$ cat src/rtl/debug_dump_ctrl_pkg.sv
// Shared definitions for the pipeline debug dump controller: FSM states,
// dump sections and the dump geometry (words per section, bytes per word).
package debug_dump_ctrl_pkg;

    typedef enum logic [2:0] {
        ST_IDLE  = 3'd0,
        ST_WAIT  = 3'd1,
        ST_LATCH = 3'd2,
        ST_SEND  = 3'd3,
        ST_NEXT  = 3'd4,
        ST_DONE  = 3'd5
    } state_e;

    typedef enum logic [1:0] {
        SEC_PC   = 2'd0,
        SEC_REGS = 2'd1,
        SEC_MEM  = 2'd2
    } section_e;

    localparam int WORD_COUNT     = 32;
    localparam int BYTES_PER_WORD = 4;
    localparam int BYTE_CNT_W     = $clog2(BYTES_PER_WORD);

endpackage

$ cat src/rtl/word_serializer.sv
// Splits one latched word into UART bytes, least significant byte first.
// The write strobe follows TX FIFO backpressure combinationally so a stalled
// byte is neither dropped nor repeated.
module word_serializer
    import debug_dump_ctrl_pkg::*;
#(
    parameter int DATA_SZ = 32,
    parameter int N       = 8
) (
    input  logic               i_clk,
    input  logic               i_reset,
    input  logic               i_load,
    input  logic [DATA_SZ-1:0] i_word,
    input  logic               i_busy,
    input  logic               i_tx_full,
    output logic [N-1:0]       o_tx_data,
    output logic               o_wr_tx,
    output logic               o_last
);

    logic [DATA_SZ-1:0]    shift_q, shift_d;
    logic [BYTE_CNT_W-1:0] cnt_q, cnt_d;

    assign o_wr_tx   = i_busy & ~i_tx_full;
    assign o_tx_data = shift_q[N-1:0];
    assign o_last    = (cnt_q == BYTE_CNT_W'(BYTES_PER_WORD - 1));

    // Load a fresh word, or shift out one byte per accepted write.
    always_comb begin
        shift_d = shift_q;
        cnt_d   = cnt_q;
        if (i_load) begin
            shift_d = i_word;
            cnt_d   = '0;
        end else if (o_wr_tx) begin
            shift_d = shift_q >> N;
            cnt_d   = cnt_q + BYTE_CNT_W'(1);
        end
    end

    // Shift register and byte counter state.
    always_ff @(posedge i_clk or negedge i_reset) begin
        if (!i_reset) begin
            shift_q <= '0;
            cnt_q   <= '0;
        end else begin
            shift_q <= shift_d;
            cnt_q   <= cnt_d;
        end
    end

endmodule

$ cat src/rtl/debug_dump_ctrl.sv
// Dumps PC, then register file words 0..31, then data memory words 0..31 to
// the UART TX FIFO as bytes, one word at a time (settle, latch, 4 bytes, step).
module debug_dump_ctrl
    import debug_dump_ctrl_pkg::*;
#(
    parameter int DATA_SZ = 32,
    parameter int ADDR_W  = 5,
    parameter int N       = 8
) (
    input  logic               i_clk,
    input  logic               i_reset,
    input  logic               i_start,
    input  logic [DATA_SZ-1:0] i_pc,
    input  logic [DATA_SZ-1:0] i_register_data,
    input  logic [DATA_SZ-1:0] i_memory_data,
    input  logic               i_tx_full,
    output logic [ADDR_W-1:0]  o_addr,
    output logic [N-1:0]       o_tx_data,
    output logic               o_wr_tx,
    output logic               o_busy,
    output logic               o_done
);

    localparam logic [ADDR_W-1:0] LAST_ADDR = ADDR_W'(WORD_COUNT - 1);

    state_e             state_q, state_d;
    section_e           sec_q, sec_d;
    logic [ADDR_W-1:0]  addr_q, addr_d;
    logic               ser_load, ser_busy, ser_wr, ser_last;
    logic [DATA_SZ-1:0] word;

    assign o_addr  = addr_q;
    assign o_busy  = (state_q != ST_IDLE);
    assign o_wr_tx = ser_wr;

    // Select the word belonging to the section currently being dumped.
    always_comb begin
        word = i_pc;
        case (sec_q)
            SEC_REGS: word = i_register_data;
            SEC_MEM:  word = i_memory_data;
            default:  word = i_pc;
        endcase
    end

    // Next-state logic; o_addr is only stepped in NEXT so it stays stable
    // from the settle cycle until the last byte of the word is written.
    always_comb begin
        state_d  = state_q;
        sec_d    = sec_q;
        addr_d   = addr_q;
        ser_load = 1'b0;
        ser_busy = 1'b0;
        o_done   = 1'b0;
        case (state_q)
            ST_IDLE: begin
                if (i_start) begin
                    state_d = ST_WAIT;
                    sec_d   = SEC_PC;
                    addr_d  = '0;
                end
            end
            ST_WAIT:  state_d = ST_LATCH;
            ST_LATCH: begin
                ser_load = 1'b1;
                state_d  = ST_SEND;
            end
            ST_SEND: begin
                ser_busy = 1'b1;
                if (ser_wr && ser_last) state_d = ST_NEXT;
            end
            ST_NEXT: begin
                state_d = ST_WAIT;
                case (sec_q)
                    SEC_PC: begin
                        sec_d  = SEC_REGS;
                        addr_d = '0;
                    end
                    SEC_REGS: begin
                        if (addr_q == LAST_ADDR) begin
                            sec_d  = SEC_MEM;
                            addr_d = '0;
                        end else begin
                            addr_d = addr_q + ADDR_W'(1);
                        end
                    end
                    default: begin
                        if (addr_q == LAST_ADDR) state_d = ST_DONE;
                        else                     addr_d  = addr_q + ADDR_W'(1);
                    end
                endcase
            end
            ST_DONE: begin
                o_done  = 1'b1;
                addr_d  = '0;
                sec_d   = SEC_PC;
                state_d = ST_IDLE;
            end
            default: state_d = ST_IDLE;
        endcase
    end

    // FSM state, section and debug address registers.
    always_ff @(posedge i_clk or negedge i_reset) begin
        if (!i_reset) begin
            state_q <= ST_IDLE;
            sec_q   <= SEC_PC;
            addr_q  <= '0;
        end else begin
            state_q <= state_d;
            sec_q   <= sec_d;
            addr_q  <= addr_d;
        end
    end

    word_serializer #(
        .DATA_SZ (DATA_SZ),
        .N       (N)
    ) u_ser (
        .i_clk     (i_clk),
        .i_reset   (i_reset),
        .i_load    (ser_load),
        .i_word    (word),
        .i_busy    (ser_busy),
        .i_tx_full (i_tx_full),
        .o_tx_data (o_tx_data),
        .o_wr_tx   (ser_wr),
        .o_last    (ser_last)
    );

endmodule

$ cat config.mk
export PLATFORM = sky130hd
export DESIGN_NAME = debug_dump_ctrl
export DESIGN_NICKNAME = d
export VERILOG_FILES = /design/src/rtl/debug_dump_ctrl_pkg.sv /design/src/rtl/word_serializer.sv /design/src/rtl/debug_dump_ctrl.sv
export SDC_FILE = /design/constraint.sdc
export NUM_CORES = 1
export LEC_CHECK = 0
export ABC_AREA = 1
export ABC_CLOCK_PERIOD_IN_PS = 1600
export BUFFER_PORTS_ARGS = -buffer_cell sky130_fd_sc_hd__buf_2
export CORE_ASPECT_RATIO = 0.5
export CORE_MARGIN = 4
export CORE_UTILIZATION = 46
export CTS_BUF_LIST = sky130_fd_sc_hd__clkbuf_2 sky130_fd_sc_hd__clkbuf_4 sky130_fd_sc_hd__clkbuf_8
export CTS_CLUSTER_SIZE = 20
export DETAILED_ROUTE_END_ITERATION = 6
export PLACE_DENSITY = 0.79
export SYNTH_ARGS = -nofsm -noshare
export SYNTH_HDL_FRONTEND = slang
export SYNTH_SLANG_ARGS = --single-unit
export TNS_END_PERCENT = 1
$ cat constraint.sdc
create_clock -name i_clk -period 1.6 [get_ports i_clk]
set_clock_uncertainty 0.2 [all_clocks]
set_input_delay 0 -clock i_clk [delete_from_list [all_inputs] [get_ports i_clk]]
set_output_delay 0 -clock i_clk [all_outputs]
set_load 0.05 [all_outputs]
Yosys cells after proc, flatten, opt, wreduce, memory -nomap -nowiden
Index checks and enable logic that the tools add are counted.
- register bits: 44
- input port bits: 100
- output and inout port bits: 16
- word-level logic and storage cells: 55
- add/sub/neg operators: 2
- eq/ne operators: 14
- muxes and demuxes: 22
- bitwise gates (word level): 2
- reduce and logical (&&, ||, !) cells: 10
- operator list (kind ; count):
    32-bit 2-to-1 mux ; 2
    32-bit one-hot mux with 2 select lines ; 1
    5-bit 2-to-1 mux ; 3
    3-bit one-hot mux with 5 select lines ; 1
    5-bit one-hot mux with 3 select lines ; 1
    3-bit 2-to-1 mux ; 4
    5-bit one-hot mux with 2 select lines ; 1
    2-bit 2-to-1 mux ; 4
    3-bit by 2-bit == test with 1-bit output, second input constant ; 2
    3-bit == test, second input constant ; 2
    3-bit inequality test, second input constant ; 2
    2-bit one-hot mux with 3 select lines ; 1
    3-bit nonzero test ; 2
    5-bit by 1-bit adder with 5-bit output, second input constant ; 1
    5-bit == test, second input constant ; 1
    2-bit == test, second input constant ; 2
    2-bit inequality test, second input constant ; 2
    4-bit inequality test, second input constant ; 1
    2-bit one-hot mux with 2 select lines ; 1
    4-bit AND reduction ; 1
    3-bit by 1-bit == test with 1-bit output, second input constant ; 1
    3-bit logical NOT ; 1
    1-bit 2-to-1 mux ; 3
    3-bit AND reduction ; 1
    other kinds (9) ; 9

Depth between registers and ports, before layout
- word-level depth: 6
- depth in mapped cells: 11
- gate-level depth less buffers: 11

Modules after synthesis
A second synthesis with hierarchy kept.
- cells, all modules: 452
- area, all modules: 3024.2 µm²
- modules (own cells, without submodules) (module ; times used ; cells each ; area each (µm²) ; seq. area each (µm²)):
    word_serializer ; 1 ; 230 ; 1764.2 ; 850.8
    debug_dump_ctrl ; 1 ; 222 ; 1260.0 ; 250.2

Worst setup path before layout
No wires, ideal clock.
- kind: register -> register
- start: register addr_q[1], in the netlist o_addr[1]
- end: register sec_q[0]
- library setup time: 122 ps
- arrival: 1732 ps
- required time: 1278 ps
- setup slack: -454 ps
- cell stages (with the launch flop): 10
- path buffers: 0
- period minus slack after synthesis: 2054 ps
- cells stage by stage: dfrtp_1 ha_1 nand2_1 nor2_1 ha_1 inv_1 o21ai_1 o21ai_1 inv_2 o21ai_1
- cells in the longest elaborated chain, start to end: 3
- RTL lines (what ; line ; text):
    start: declaration ; debug_dump_ctrl.sv:28 ; logic [ADDR_W-1:0] addr_q, addr_d;
    start signal: assignment ; debug_dump_ctrl.sv:112 ; addr_q <= addr_d;
    5-bit == test ; debug_dump_ctrl.sv:80 ; if (addr_q == LAST_ADDR) begin
    3-bit inequality test (no source line) ; n/a ;
    4-bit AND reduction (no source line) ; n/a ;
    end signal: assignment ; debug_dump_ctrl.sv:107 ; sec_q <= SEC_PC;
    end signal: assignment ; debug_dump_ctrl.sv:111 ; sec_q <= sec_d;
    end: declaration ; debug_dump_ctrl.sv:27 ; section_e sec_q, sec_d;
No other way between the ends.
A chain may end at the register's enable or synchronous reset.

Worst setup path after layout
- start: register sec_q[1]
- end: register u_ser.shift_q[22]
- cells in the longest elaborated chain, start to end: 3
- elaborated cells on any way between the ends: 4
- those cells by class: eq/ne: 2; mux: 2
- RTL lines (what ; line ; text):
    2-bit == test or 2-bit by 1-bit == test with 1-bit output (tied branches) ; debug_dump_ctrl.sv:39 ; case (sec_q)
    32-bit one-hot mux with 2 select lines (*) ; debug_dump_ctrl.sv:39 ;
    32-bit 2-to-1 mux (*) ; word_serializer.sv:32 ; if (i_load) begin
    end signal: assignment ; word_serializer.sv:47 ; shift_q <= shift_d;
    end: declaration ; word_serializer.sv:21 ; logic [DATA_SZ-1:0] shift_q, shift_d;
Every way passes the cells marked *; elsewhere a longest branch is shown, timed or not.

==> key figures <==
Outcome
  • Status: finished, violations left
  • Failing checks: DRC, setup timing

Timing
  • Worst-Margin Slew: a little under 0.6 ns
  • Final Hold Fails: 0
  • Final worst slack: -0.350 ns
  • Setup_tns: -6.77 ns
  • FMAX: 0.513 GHz
  • Rel. slew slack: 60.3%
  • RSZ-0062 raised after global routing: yes
  • Fin crit share: 122%
  • Final slew viol count: 0
  • Fin crit period: a little under 2 ns
  • Final setup fails: between 40 and 50

Die
  • Io pins: between 100 and 150
  • Core area: 0.00613 mm²
  • Row cnt: 20
  • Starting density of the core: 48.1%
  • Chip height: 64.6 µm
  • Die area: 0.00784 mm²
  • Die width: about 120 µm

Clocking
  • H-tree Lvls: 2
  • Worst-path clk slew: approximately 0.09 ns
  • Root buffer cell: clkbuf_8
  • Clock latency on the worst-skew pair: 0.33 ns
  • CTS tree: done
  • Clock sinks: 44
  • Num CTS Buffers: 5
  • Maximum buffer depth of the clock tree: 2

Placement
  • Detail Placement HPWL: 6.24 mm
  • Worst slack at placement: -0.142 ns
  • Port Buffer Count: ~120
  • Placed cell areas: 0.00379 mm²
  • GPL Wtd Cong: 0.926

Synthesis
  • Synthesized Nets: 566
  • Number of synthesized flops with an enable pin: 0
  • Register area share after synthesis: 37.3%
  • Cell with the most instances after synthesis: nand2_1
  • Synthesized instance count: 459
  • Post-synth ARST share: 100%
  • Average size of a mapped cell: 6.43 µm²
  • Synth top area share: 37.3%
  • Mapped cell area: 0.00295 mm²
  • Synth area leader: dfrtp_1
  • YS warnings: 0
  • Synth Flop Type: dfrtp_1
  • Number of synthesized register bits: 44
  • Distinct cells, synth: 22
  • Top cells by area, synth: dfrtp_1 37%, nand2_1 26%, nor2_1 6.9%
  • Most common library cells after synthesis: 207 x nand2_1, 54 x nor2_1, 44 x dfrtp_1

Power
  • Peak supply drop: around 1100 µV
  • P_sw: 4.05 mW
  • Clock share of power: 9.5%
  • Pwr dens: 1520 mW/mm²
  • Overall power: 7.85 mW
  • Sw Share: about half
  • Leak: between 2 and 2.5 nW
  • Register share of total power: around 23%
  • Cell Int Power: 3.79 mW
  • Comb power frac: 67.4%

GRT
  • GRT Total Usage: 35.5%
  • Vias in the first global route: between 4000 and 5000
  • Largest net degree at the start of global routing: 45
  • First-pass GRT wire length: 21.7 mm
  • Grt ovf: 0
  • Initial antenna violation count: 2

Setup path
  • CP max stage delay: 0.41 ns
  • Max Fanout on Critical Path: 14
  • Ordered list of cells on the worst path: inv_2 > ha_4 > buf_12 > nor2_1 > nor2_1 > nand2_1 > o21ai_0 > nand2_1 > nand2_1
  • Crit path required time: 1.60 ns
  • Crit Path Class: reg2reg
  • CP max stage cell: dfrtp_1
  • CP endpoint kind: register
  • Worst Path Arrival: between 1.5 and 2 ns
  • CP dominant cell by count: nand2_1
  • Reg-to-Reg Start: sec_q[1]$_DFFE_PN0P_
  • Critical path startpoint: sec_q[1]$_DFFE_PN0P_
  • Crit path launch type: register
  • Flop-to-flop setup slack: -0.35 ns

Routing
  • DRT iter0 DRCs: 904
  • DRT Pass-1 Iters: 7
  • DR WL met3: 2.23 mm
  • Top Layer Used: met4
  • Routed Antenna Nets: 0
  • Metal2 WL: 6.90 mm
  • Vias: 4797
  • DRC violations left: 88
  • WL/cell: 21.2 µm
  • Drt total wl: 16.4 mm
  • Via density: approximately 6.2
  • M1 wire length: 5.41 mm

Layout
  • Final Util: 84.2%
  • Final net count: just under 800
  • Share of layout cells above drive strength 1: between 30% and 40%
  • Final Instance Area: just over 0.005 mm²
  • Syn-to-layout area delta: 75.0%

Worst hold path
  • Min-Delay Path Class: in2async

Run
  • Max_cap viols: 0
==> flip-flops by register name, indices dropped and copies added, names as in the netlist <==
register / flops
u_ser.cnt_q: 2
o_addr: 5
state_q: 3
u_ser.shift_q: 32
sec_q: 2
==> cell type report <==
class	count	area, µm²
Tap cell	88	110
Antenna cell	2	5.00
Clock inverter	1	5.00
Multi-Input combinational cell	358	1750
Sequential cell	44	1100
Inverter	24	90.1
Timing Repair Buffer	251	2030
Clock buffer	6	76.3
Fill cell	312	968
==> worst paths after layout <==
check | endpoint | depth (start not counted)
min in group i_clk | u_ser.shift_q[1]$_DFFE_PN0P_ | 7
hold / removal | u_ser.shift_q[25]$_DFFE_PN0P_ | 3
setup / recovery | u_ser.shift_q[22]$_DFFE_PN0P_ | 9
setup reg to reg | u_ser.shift_q[22]$_DFFE_PN0P_ | 9
max in group asynchronous | u_ser.shift_q[22]$_DFFE_PN0P_ | 3
hold reg to reg | u_ser.shift_q[3]$_DFFE_PN0P_ | 2
==> per-layer routing <==
| metal | vias up | GRT usage, % |
|---|---|---|
| met3 | 243 | 9.42 |
| met4 | 0 | 27.4 |
| met2 | 550 | 57.9 |
| met1 | 2116 | 40.0 |
| li1 | 1888 | - |
| met5 | - | 0 |
==> worst max-delay path, delay by kind of cell, from the launching register on <==
kind / cells / cell delay [ns]
flip-flops: 1 / 0.41
AND/OR/NAND/NOR: 5 / 0.56
AO/OA/AOI/OAI: 1 / 0.09
adder cells (fa/ha/maj): 1 / 0.27
buffers and inverters: 2 / 0.29
==> cells by family (layout without fill, tap and decap cells) <==
group	Yosys count	in the layout	synth area share (%)
adder cells (fa/ha/maj)	7	7	2.97
flip-flops	44	44	37.3
buffers and inverters	57	282	9.84
AO/OA/AOI/OAI	49	49	8.78
other	0	2	0
AND/OR/NAND/NOR	302	302	41.1
==> power groups by stage <==
stage	Combinational [mW]	Clock, mW	Sequential (mW)
2_1_floorplan	2.79	0	1.71
3_3_place_gp	3.74	0	1.72
3_5_place_dp	3.80	0	1.74
4_1_cts	4.18	0.717	1.72
5_1_grt	5.55	0.784	1.82
6_report	5.29	0.744	1.81
==> cell usage in the layout, fill, tap and decap left out, drive strengths merged <==
| cell type | Yosys | layout |
|---|---|---|
| o21ai | 33 | 33 |
| o211ai | 3 | 3 |
| nor2 | 57 | 57 |
| buf | 29 | 150 |
| dfrtp | 44 | 44 |
| inv | 24 | 24 |
| clkinv | 0 | 1 |
| nand3 | 32 | 32 |
| diode | 0 | 2 |
| nor3b | 1 | 1 |
| a21oi | 8 | 8 |
| nand4 | 4 | 4 |
| nand2 | 208 | 208 |
| dlygate4sd3 | 0 | 98 |
| o22ai | 5 | 5 |
| ha | 7 | 7 |
| clkbuf | 4 | 9 |
==> through the flow <==
stage                     instances  hold slack (ns)
after floorplan                 459           -0.496
after global placement          660          -0.0880
after detailed placement        660          -0.0816
after CTS                       767           0.0295
after global routing            774            0.101
final                           774           0.0870
==> repair_timing <==
action                                  CTS  global route
cloned                                    0             2
endpoints found under the setup margin   41            42
resized for setup                        28            36
hold buffers                             98             0
buffers inserted                          2             3
pin swaps                                 8            12
endpoints found under the hold margin    81             0
Power figures use the tool's default switching activity.
